## src/rtl/mem_xfer_sequencer_if.sv

```systemverilog
// Handshake and strobe bundle between the datapath top level and mem_xfer_sequencer.
interface mem_xfer_sequencer_if #(
  parameter int CNT_W = 5
);
  logic             start;
  logic             hold;
  logic             WEA;
  logic             WEB;
  logic             IncA;
  logic             IncB;
  logic [CNT_W-1:0] step;
  logic             busy;
  logic             done;

  modport master (output start, hold, input WEA, WEB, IncA, IncB, step, busy, done);
  modport slave  (input start, hold, output WEA, WEB, IncA, IncB, step, busy, done);
endinterface

```

## src/rtl/mem_xfer_sequencer.sv

```systemverilog
// Self-timed A-load / gap / B-write-pair schedule with start/busy/done and hold.
module mem_xfer_sequencer #(
  parameter int LOAD_LEN = 8,
  parameter int GAP_LEN  = 2,
  parameter int PAIRS    = 4,
  parameter int CNT_W    = 5
) (
  input  logic                 clk,
  input  logic                 Reset_n,
  mem_xfer_sequencer_if.slave  bus
);
  localparam int T = 1 + LOAD_LEN + GAP_LEN + 2*PAIRS;
  localparam logic [CNT_W-1:0] LOAD_END = CNT_W'(LOAD_LEN);
  localparam logic [CNT_W-1:0] GAP_END  = CNT_W'(LOAD_LEN + GAP_LEN);
  localparam logic [CNT_W-1:0] LAST     = CNT_W'(T - 1);

  if ((2**CNT_W) < T) begin : g_cnt_chk
    $error("mem_xfer_sequencer: CNT_W too small for schedule length");
  end

  typedef enum logic [2:0] {IDLE, PRIME, LOAD, GAP, PAIR_W, PAIR_I} state_e;

  state_e           state_q, state_d;
  logic [CNT_W-1:0] step_q, step_d;
  logic             wea_q, web_q, inca_q, incb_q, busy_q, done_q;
  logic             frozen;

  // {WEA, WEB, IncA, IncB} issued for the step entered in a given state
  function automatic logic [3:0] strobes(state_e s);
    case (s)
      PRIME, GAP: strobes = 4'b0010;
      LOAD:       strobes = 4'b1010;
      PAIR_W:     strobes = 4'b0110;
      PAIR_I:     strobes = 4'b0011;
      default:    strobes = 4'b0000;
    endcase
  endfunction

  assign frozen = bus.hold && (state_q != IDLE);

  always_comb begin
    state_d = state_q;
    step_d  = step_q + CNT_W'(1);
    case (state_q)
      IDLE:    begin
                 state_d = bus.start ? PRIME : IDLE;
                 step_d  = '0;
               end
      PRIME:   state_d = LOAD;
      LOAD:    if (step_q == LOAD_END) state_d = (GAP_LEN > 0) ? GAP : PAIR_W;
      GAP:     if (step_q == GAP_END) state_d = PAIR_W;
      PAIR_W:  state_d = PAIR_I;
      PAIR_I:  state_d = (step_q == LAST) ? IDLE : PAIR_W;
      default: state_d = IDLE;
    endcase
    if (frozen) begin
      state_d = state_q;
      step_d  = step_q;
    end
    if (state_d == IDLE) step_d = '0;
  end

  always_ff @(posedge clk) begin
    if (!Reset_n) begin
      state_q <= IDLE;
      step_q  <= '0;
      {wea_q, web_q, inca_q, incb_q} <= 4'b0000;
      busy_q  <= 1'b0;
      done_q  <= 1'b0;
    end else begin
      state_q <= state_d;
      step_q  <= step_d;
      // a held step keeps its index but its strobes are never re-issued
      {wea_q, web_q, inca_q, incb_q} <= frozen ? 4'b0000 : strobes(state_d);
      busy_q  <= (state_d != IDLE);
      done_q  <= (state_q == PAIR_I) && (state_d == IDLE);
    end
  end

  assign bus.WEA  = wea_q;
  assign bus.WEB  = web_q;
  assign bus.IncA = inca_q;
  assign bus.IncB = incb_q;
  assign bus.step = step_q;
  assign bus.busy = busy_q;
  assign bus.done = done_q;
endmodule

```

## src/flat_wrapper.sv

```systemverilog
// flat-port wrapper written by rule: the top's interface ports become plain ports
module mem_xfer_sequencer_flat 
#(
  parameter int LOAD_LEN = 8,
  parameter int GAP_LEN  = 2,
  parameter int PAIRS    = 4,
  parameter int CNT_W    = 5
)
  (clk, Reset_n, bus_start, bus_hold, bus_WEA, bus_WEB, bus_IncA, bus_IncB, bus_step, bus_busy, bus_done);
  mem_xfer_sequencer_if #(.CNT_W(CNT_W)) bus_i ();
  input  logic clk;
  input  logic Reset_n;
  input wire logic [$bits(bus_i.start)-1:0] bus_start;
  input wire logic [$bits(bus_i.hold)-1:0] bus_hold;
  output wire logic [$bits(bus_i.WEA)-1:0] bus_WEA;
  output wire logic [$bits(bus_i.WEB)-1:0] bus_WEB;
  output wire logic [$bits(bus_i.IncA)-1:0] bus_IncA;
  output wire logic [$bits(bus_i.IncB)-1:0] bus_IncB;
  output wire logic [$bits(bus_i.step)-1:0] bus_step;
  output wire logic [$bits(bus_i.busy)-1:0] bus_busy;
  output wire logic [$bits(bus_i.done)-1:0] bus_done;
  assign bus_i.start = bus_start;
  assign bus_i.hold = bus_hold;
  assign bus_WEA = bus_i.WEA;
  assign bus_WEB = bus_i.WEB;
  assign bus_IncA = bus_i.IncA;
  assign bus_IncB = bus_i.IncB;
  assign bus_step = bus_i.step;
  assign bus_busy = bus_i.busy;
  assign bus_done = bus_i.done;
  mem_xfer_sequencer #(.LOAD_LEN(LOAD_LEN), .GAP_LEN(GAP_LEN), .PAIRS(PAIRS), .CNT_W(CNT_W)) u_core (.clk(clk), .Reset_n(Reset_n), .bus(bus_i));
endmodule
```

## config.mk

```make
export PLATFORM = sky130hd
export DESIGN_NAME = mem_xfer_sequencer_flat
export DESIGN_NICKNAME = d
export VERILOG_FILES = /design/src/rtl/mem_xfer_sequencer_if.sv /design/src/rtl/mem_xfer_sequencer.sv /design/src/flat_wrapper.sv
export SDC_FILE = /design/constraint.sdc
export NUM_CORES = 1
export LEC_CHECK = 0
export BUFFER_PORTS_ARGS = -buffer_cell sky130_fd_sc_hd__buf_2
export CAP_MARGIN = 30
export CORE_MARGIN = 1
export CORE_UTILIZATION = 35
export DETAILED_ROUTE_END_ITERATION = 8
export PLACE_DENSITY = 0.59
export SLEW_MARGIN = 15
export SYNTH_ARGS = -nofsm -noshare
export SYNTH_HDL_FRONTEND = slang
export SYNTH_SLANG_ARGS = --single-unit
```

## constraint.sdc

```tcl
create_clock -name clk -period 1.71 [get_ports clk]
set_clock_uncertainty 0.05 [all_clocks]
set_input_delay 0.171 -clock clk [delete_from_list [all_inputs] [get_ports clk]]
set_output_delay 0.171 -clock clk [all_outputs]
set_load 0.01 [all_outputs]
```

Yosys cells after proc, flatten, opt, wreduce, memory -nomap -nowiden:

Cells that the tools add are included.

* $add $sub $neg: 1
* reductions and logical operators: 9
* muxes and demuxes: 8
* bitwise operators: 1
* eq/ne operators: 13

Operator list (number)
* 3-bit one-hot mux with 6 select lines: 1
* 4-bit one-hot mux with 4 select lines: 1
* 3-bit by 2-bit equality test with 1-bit output, second input constant: 4
* 3-bit equality test, second input constant: 4
* 3-bit 2-to-1 mux: 4
* 5-bit by 4-bit equality test with 1-bit output, second input constant: 2
* 3-bit by 1-bit equality test with 1-bit output, second input constant: 2
* 3-bit zero test: 2
* 3-bit nonzero test: 2
* 2-bit OR reduction: 3
* 5-bit by 1-bit adder with 5-bit output, second input constant: 1
* 5-bit equality test, second input constant: 1
* 5-bit 2-to-1 mux: 1
* 1-bit logical AND: 2
* 1-bit 2-to-1 mux: 1
* 1-bit inverter: 1

* output and inout port bits: 11
* word-level logic and storage cells: 40
* register bits after elaboration: 14

Longest topological paths before layout:

Gate-level depths: netlist (run 1).

* depth after elaboration: 7
* gate-level depth with buffers: 7

Least setup slack after synthesis (run 1):

No wires, ideal clock.

* path kind: reg-to-reg
* start point: register u_core.step_q[0], in the netlist u_core.bus.step[0]
* end point: register u_core.web_q, in the netlist u_core.bus.WEB
* setup slack: 0.052 ns
* clock period less this slack: 1.658 ns
* setup time: 0.127 ns
* stages on the path, launching flop included: 8
* arrival time: 1.481 ns
* path buffers: 1
* path through: dfxtp_1 > inv_1 > ha_1 > nand2_1 > nor3_2 > o41a_1 > buf_6 > nor3b_1

* word-level cells in the longest chain between the ends: 7
* elaborated cells on any way between the ends: 15
* classes of those cells: 8 x eq/ne; 6 x mux; 1 x reduce/logical

Ends and longest elaborated chain
* start, declared: RTL line mem_xfer_sequencer.sv:24 `logic [CNT_W-1:0] step_q, step_d;`
* start signal, assigned: RTL line mem_xfer_sequencer.sv:72 `step_q <= step_d;`
* 5-bit by 4-bit equality test with 1-bit output (tied with other cells): RTL line mem_xfer_sequencer.sv:51 `GAP: if (step_q == GAP_END) state_d = PAIR_W;`
* 3-bit 2-to-1 mux (on tied branches): RTL line mem_xfer_sequencer.sv:51, mem_xfer_sequencer.sv:50, mem_xfer_sequencer.sv:53
* 3-bit one-hot mux with 6 select lines (*): RTL line mem_xfer_sequencer.sv:44 `case (state_q)`
* 3-bit 2-to-1 mux (*): RTL line mem_xfer_sequencer.sv:56 `if (frozen) begin`
* 3-bit by 1-bit equality test with 1-bit output or 3-bit by 2-bit equality test with 1-bit output (tied branches): RTL line mem_xfer_sequencer.sv:30 `case (s)`
* 2-bit OR reduction: RTL line mem_xfer_sequencer.sv:30
* 4-bit one-hot mux with 4 select lines (*): RTL line mem_xfer_sequencer.sv:30
* end signal, assigned: RTL line mem_xfer_sequencer.sv:74 `{wea_q, web_q, inca_q, incb_q} <= frozen ? 4'b0000 : strobes(state_d);`
* end, declared: RTL line mem_xfer_sequencer.sv:25 `logic wea_q, web_q, inca_q, incb_q, busy_q, done_q;`

Mark *: on every way between the ends. The rest lies on a longest branch, timed or not.
A chain may end at the register's enable or synchronous reset.

Worst setup path after layout (run 1):

* start point: register u_core.step_q[0], in the netlist u_core.bus.step[0]
* end point: register u_core.wea_q, in the netlist u_core.bus.WEA

* word-level cells in the longest chain between the ends: 7
* elaborated cells on any way between the ends: 15
* classes of those cells: 8 x eq/ne; 6 x mux; 1 x reduce/logical

Ends and longest elaborated chain (RTL line)
* 5-bit by 4-bit equality test with 1-bit output (tied with other cells): mem_xfer_sequencer.sv:51
* 3-bit 2-to-1 mux (on tied branches): mem_xfer_sequencer.sv:51, mem_xfer_sequencer.sv:50, mem_xfer_sequencer.sv:53
* 3-bit one-hot mux with 6 select lines (*): mem_xfer_sequencer.sv:44
* 3-bit 2-to-1 mux (*): mem_xfer_sequencer.sv:56
* 3-bit by 1-bit equality test with 1-bit output or 3-bit by 2-bit equality test with 1-bit output (tied branches): mem_xfer_sequencer.sv:30
* 2-bit OR reduction: mem_xfer_sequencer.sv:30
* 4-bit one-hot mux with 4 select lines (*): mem_xfer_sequencer.sv:30
* end signal, assigned: mem_xfer_sequencer.sv:74
* end, declared: mem_xfer_sequencer.sv:25

Marks and branches as above.

==> flow_summary.toml, run 1 <==
[run_status]
status = "finished, final reports clean"

[sta]
slew_headroom_pct = 77.09
min_period_ns = 1.626
setup_viol = 0
tightestPinTransition_ns = 0.3392
tns_ns = 0
timing.final.ws_setup_ns = 0.08425
rsz0062_at_grt = "false"
finalHoldViolations = 0
slew_viol_final = 0
period_share_pct = 95.07
fmax_mhz = 615.1

[clocking]
h-tree-depth = 1
numCtsBuffers = 3
ctsHoldBuffers = 0
clk_pin_slew_ns = 0.09
clock-sinks = 14
cts_tree = "done"
clkLatencyLatePin_ns = 0.28
cts-root-buf = "clkbuf_4"
cts_buffer_depth = 2

[yosys]
ys_ff_latch = 14
netlist_instances = 82
synth_area_leaders = "dfxtp_1, nand2_1, ha_1"
ys_types = 34
syn_area_sq_um = 745.7
yosysSeqAreaShare_pct = 37.58
synthMuxAreaShare_pct = 1.510
synth-compound-area-share_pct = 19.13
synth_top_cell_by_area = "dfxtp_1"
synth_adder_area_share_pct = 5.034
synth_simple_gate_area_share_pct = 25.67
synth_area_per_cell_sq_um = 9.094
synth_top_family_by_area = "simple AND/OR/NAND/NOR gates"
syn_nets = 89
yosysWarnings = 0
synth_xor_area_share_pct = 4.698
yosysTopAreaCellShare_pct = 37.58

[floorplan]
core-area_sq_mm = 0.001982
io_pins = 15
initial_core_util_pct = 37.63
chipHeight_um = 48.16
die_x_um = 48.16
die_area_sq_mm = 0.002319
row_count = 16

[drt]
vias = 636
ant_nets = 0
via_per_inst = 5.088
drt_iter0_markers = 8
drtPass1Iterations = 4
drt-total-wl_um = 1647
wire_per_inst_um = 13.18
drc = 0

[setup_path]
reg2reg_slack_ns = 0.08
endpoint_kind = "flip-flop"
crit_path_max_fanout = 6
worstPathArrival_ns = 1.76
critPathKind = "flip-flop to flip-flop"
r2r_cells = 6
start_kind = "flip-flop"
r2r-end = "u_core.bus.WEA$_SDFF_PP0_"
crit_required_ns = 1.84
r2r-start = "u_core.bus.step[0]$_SDFFE_PP0N_"

[job]
drv_cap = 0

[place]
gp_congestion = 0.7947
place_ws_ns = -0.009091
place_hpwl_um = 1081
io_buffers = 14

[min_path]
hp-start = "Reset_n"
hold_end = "u_core.bus.IncA$_SDFF_PP0_"
hold_path_depth = 3
hp-class = "input pin to flip-flop"

[pwr]
powerDensity_mw_per_mm2 = 779.3
ir_drop_uv = 339.5
power_leakage_nw = 0.3478

[final_layout]
fin_util_pct = 45.64
drive_gt1_share_pct = 30.61
nFillCells = 193
antennaDiodeCount = 0
syn_to_final_growth_pct = 21.31
nets = 106

[grt]
grt_usage_pct = 14.45
grt_max_degree = 15
antenna_found_initial = 0
grt_pass1_wl_um = 2277
grt_overflow = 0
grt_pass1_vias = 491
-- cells in the final DEF, fill, tap and decap left out, types with 3 or more instances in the layout --
| master | instances |
|---|---|
| buf_2 | 14 |
| dfxtp_1 | 13 |
| nand4b_1 | 3 |
| buf_4 | 3 |
| a21oi_1 | 7 |
| clkbuf_4 | 3 |
| nand2b_1 | 5 |
| xnor2_1 | 4 |
| ha_1 | 3 |
| nand2_1 | 10 |
-- logic make-up (layout without fill, tap and decap cells) --
group	Yosys count	after routing
and+or+nand+nor	31	31
buffers and inverters	8	23
muxes	1	1
adders and majority gates	3	3
DFF	14	14
AOI/OAI and AO/OA	21	22
xor gates and xnor gates	4	4
-- routing by layer --
layer  track usage [%]  vias to the layer above  share of wire (%)
li1                  -                      327                  -
met1             20.22                      293                 48
met2             20.80                       16                 48
met3             3.333                        0                3.9
met4             6.667                        0                  0
met5                 0                        -                  0
-- through the flow --
| stage | instance area [sq um] | hold slack, ns | power (mW) | instances |
|---|---|---|---|---|
| 2_1_floorplan | 745.7 | 0.2616 | 0.4399 | 82 |
| 4_1_cts | 874.6 | 0.1525 | 0.7027 | 124 |
| 3_3_place_gp | 832.0 | 0.4580 | 0.4632 | 120 |
| 5_1_grt | 904.6 | 0.1563 | 0.7377 | 125 |
| 6_report | 904.6 | 0.1577 | 0.7050 | 125 |
| 3_5_place_dp | 832.0 | 0.4561 | 0.4629 | 120 |
-- layout make-up --
type | count | area [sq um] | share of cell area, %
clock buffers | 4 | 36.28 | 4.011
repair buffers | 17 | 92.59 | 10.24
well taps | 27 | 33.78 | 3.734
multi-input cells | 61 | 452.9 | 50.07
inverters | 2 | 7.507 | 0.8299
flip-flops and latches | 14 | 281.5 | 31.12
-- worst max-delay path: stages (launching register included) --
cell	delay, ns
dfxtp_1	0.34
inv_1	0.06
ha_1	0.23
nand2_2	0.12
nor3_4	0.05
o41a_1	0.47
and4_1	0.21
-- how the worst max path moves through the flow --
stage / cells past startpoint / from / slack [ns] / end
6_report: 6 / u_core.bus.step[0]$_SDFFE_PP0N_ / 0.08 / u_core.bus.WEA$_SDFF_PP0_
5_1_grt: 5 / u_core.bus.step[1]$_SDFFE_PP0N_ / 0.009 / u_core.bus.WEB$_SDFF_PP0_
4_1_cts: 6 / u_core.bus.step[0]$_SDFFE_PP0N_ / 0.03 / u_core.bus.WEA$_SDFF_PP0_
3_5_place_dp: 4 / u_core.bus.step[2]$_SDFFE_PP0N_ / -0.009 / u_core.bus.step[2]$_SDFFE_PP0N_
3_3_place_gp: 4 / u_core.bus.step[2]$_SDFFE_PP0N_ / 0.05 / u_core.bus.step[0]$_SDFFE_PP0N_
2_1_floorplan: 7 / u_core.bus.step[0]$_SDFFE_PP0N_ / 0.05 / u_core.bus.WEB$_SDFF_PP0_
-- sequential cells by signal, summed over array words and instances (netlist names) --
register         cells
u_core.bus.WEB       1
u_core.bus.IncB      1
u_core.bus.IncA      1
u_core.bus.WEA       1
u_core.bus.done      1
u_core.bus.busy      1
u_core.bus.step      5
u_core.state_q       3
-- report_power, final --
part / total [mW] / switching (mW) / leakage (nW) / internal, mW
clock: 0.241 / 0.112 / 0.0210 / 0.129
sequential: 0.354 / 0.0140 / 0.114 / 0.340
combinational: 0.109 / 0.0630 / 0.212 / 0.0463
-- synthesized netlist by cell type --
master    instances
mux2_2            1
a22oi_1           1
a31oi_1           2
ha_1              3
a21boi_1          2
xnor2_1           4
nand2_1          11
o41ai_1           1
inv_1             2
a21oi_1           7
nor2_4            1
o31ai_1           1
dfxtp_1          14
o41a_1            1
o21ai_2           1
and2_1            1
clkbuf_1          2
nand4b_1          3
nor3b_2           1
or3_1             1
a21o_1            1
buf_2             2
nor2_1            2
a211o_1           1
nor3b_1           1
nand2b_1          5
a21boi_0          2
nor3_2            1
and4_1            1
nor4b_1           1
nand3_1           1
o21ai_0           1
or3b_2            1
buf_6             2
-- what timing repair did --
action,4_1_cts,5_1_grt
pin swaps,0,2
gates cloned,0,1
gates resized for setup,1,4
endpoints found under the setup margin,1,11
setup buffers,0,0
No activity file was read; power rests on OpenSTA's default activity.
==> run 2: changes to the inputs <==
--- a/config.mk
+++ b/config.mk
@@ -7,10 +7,12 @@
 export LEC_CHECK = 0
 export BUFFER_PORTS_ARGS = -buffer_cell sky130_fd_sc_hd__buf_2
 export CAP_MARGIN = 30
+export CELL_PAD_IN_SITES_DETAIL_PLACEMENT = 0
+export CELL_PAD_IN_SITES_GLOBAL_PLACEMENT = 2
 export CORE_MARGIN = 1
-export CORE_UTILIZATION = 35
+export CORE_UTILIZATION = 31
 export DETAILED_ROUTE_END_ITERATION = 8
-export PLACE_DENSITY = 0.59
+export PLACE_DENSITY = 0.79
 export SLEW_MARGIN = 15
 export SYNTH_ARGS = -nofsm -noshare
 export SYNTH_HDL_FRONTEND = slang
==> flow_summary.toml, run 2 (synthesized netlist as in run 1, its figures left out) <==
[drt]
drc = 0
wire_per_inst_um = 12.10
vias = 635
via_per_inst = 5.000
drt_iter0_markers = 8
drt-total-wl_um = 1537
ant_nets = 0
drtPass1Iterations = 4

[final_layout]
multi_input_comb_area_sq_um = 429.2
drive_gt1_share_pct = 34.34
seq_area_sq_um = 282.8
layout_commonest_cell = "buf_2"
nets = 107
syn_to_final_growth_pct = 20.97
nFillCells = 234
layout_common_cells = "buf_2, dfxtp_1, nand2_1"
antennaDiodeCount = 0
largest_reg_flops = 5
fin_util_pct = 40.39
final_area_sq_um = 902.1

[grt]
antenna_found_initial = 0
grt_pass1_vias = 588
grt_overflow = 0
grt_usage_pct = 13.87
grt_pass1_wl_um = 2601
grt_max_degree = 11

[pwr]
power_leakage_nw = 0.3556
ir_drop_uv = 561.7
seq_power_share_pct = 49.7
p_int_mw = 0.5242
pwr-share-comb_pct = 16.5
clkPwrFrac_pct = 33.9
powerDensity_mw_per_mm2 = 789.2
switching_share_pct = 26.36
power.switching_mw = 0.1877
finalPower_mw = 0.7119

[floorplan]
io_pins = 15
core-area_sq_mm = 0.002233
die_x_um = 51.05
chipHeight_um = 51.05
die_area_sq_mm = 0.002606
row_count = 17
initial_core_util_pct = 33.39

[clocking]
clk_pin_slew_ns = 0.09
cts_tree = "done"
ctsHoldBuffers = 0
clock-sinks = 14
cts_buffer_depth = 2
numCtsBuffers = 3
cts-root-buf = "clkbuf_4"
h-tree-depth = 1
clkLatencyLatePin_ns = 0.28

[sta]
setup_viol = 0
fmax_mhz = 620.9
finalHoldViolations = 0
timing.final.ws_setup_ns = 0.09953
period_share_pct = 94.18
tightestPinTransition_ns = 0.3525
min_period_ns = 1.610
slew_headroom_pct = 76.39
slew_viol_final = 0

[run_status]
status = "finished, final reports clean"

[setup_path]
reg2reg_slack_ns = 0.1
endpoint_kind = "flip-flop"
r2r_cells = 7
worstPathArrival_ns = 1.77
crit_path_max_fanout = 5
crit_path_end = "u_core.bus.IncB$_SDFF_PP0_"
crit_required_ns = 1.87
r2r-start = "u_core.bus.step[0]$_SDFFE_PP0N_"
r2r-end = "u_core.bus.IncB$_SDFF_PP0_"
start_kind = "flip-flop"
crit_start = "u_core.bus.step[0]$_SDFFE_PP0N_"
critPathKind = "flip-flop to flip-flop"

[place]
place_area_sq_um = 840.8
place_hpwl_um = 1118
place_ws_ns = 0.02214
io_buffers = 14
gp_congestion = 0.7372

[min_path]
hp-class = "input pin to flip-flop"

[job]
drv_cap = 0
-- run 2: layer usage --
| metal | track usage [%] | wire (um) | vias to the layer above |
|---|---|---|---|
| li1 | - | - | 323 |
| met1 | 17.24 | 747 | 298 |
| met2 | 21.71 | 715 | 10 |
| met3 | 3.869 | 54 | 4 |
| met4 | 6.944 | 21 | 0 |
| met5 | 0 | 0 | - |
-- run 2: timing repair --
action                     CTS  global route
gates resized for setup      0             6
setup endpoints to repair    0             9
setup buffers                0             1
-- run 2: final cells by class --
| type | count | area share (%) |
|---|---|---|
| Inverter | 2 | 0.8322 |
| Clock buffer | 4 | 4.022 |
| Sequential cell | 14 | 31.35 |
| Timing Repair Buffer | 19 | 12.34 |
| Tap cell | 28 | 3.883 |
| Multi-Input combinational cell | 60 | 47.57 |
-- run 2: power by group through the flow --
| stage | clock, mW | combinational (mW) | sequential [mW] |
|---|---|---|---|
| after floorplan | 0 | 0.0826 | 0.357 |
| after global placement | 0 | 0.110 | 0.361 |
| after detailed placement | 0 | 0.110 | 0.360 |
| after CTS | 0.250 | 0.110 | 0.353 |
| after global routing | 0.267 | 0.130 | 0.357 |
| final | 0.241 | 0.117 | 0.354 |
-- run 2: critical path: stages (launching register included) --
cell and delay, ns:
dfxtp_1 0.33, inv_1 0.06, ha_2 0.20, nand2_2 0.09
nor3_2 0.05, o41a_1 0.45, buf_4 0.17, nor3b_2 0.15
-- run 2: worst min-delay path by stage --
| stage | start | end | slack, ns | depth (start not counted) |
|---|---|---|---|---|
| 2_1_floorplan | Reset_n | u_core.bus.IncA$_SDFF_PP0_ | 0.26 | 2 |
| 3_3_place_gp | bus_hold | u_core.state_q[0]$_SDFF_PN0_ | 0.45 | 3 |
| 3_5_place_dp | bus_hold | u_core.state_q[0]$_SDFF_PN0_ | 0.45 | 3 |
| 4_1_cts | Reset_n | u_core.state_q[2]$_SDFF_PN0_ | 0.15 | 2 |
| 5_1_grt | Reset_n | u_core.state_q[0]$_SDFF_PN0_ | 0.15 | 2 |
| 6_report | Reset_n | u_core.state_q[1]$_SDFF_PN0_ | 0.16 | 2 |
-- run 2: stage by stage --
stage	setup TNS [ns]	hold WS [ns]	instances
after floorplan	0	0.2616	82
after global placement	0	0.4532	122
after detailed placement	0	0.4525	122
after CTS	0	0.1483	126
after global routing	-0.001321	0.1522	127
final	0	0.1564	127
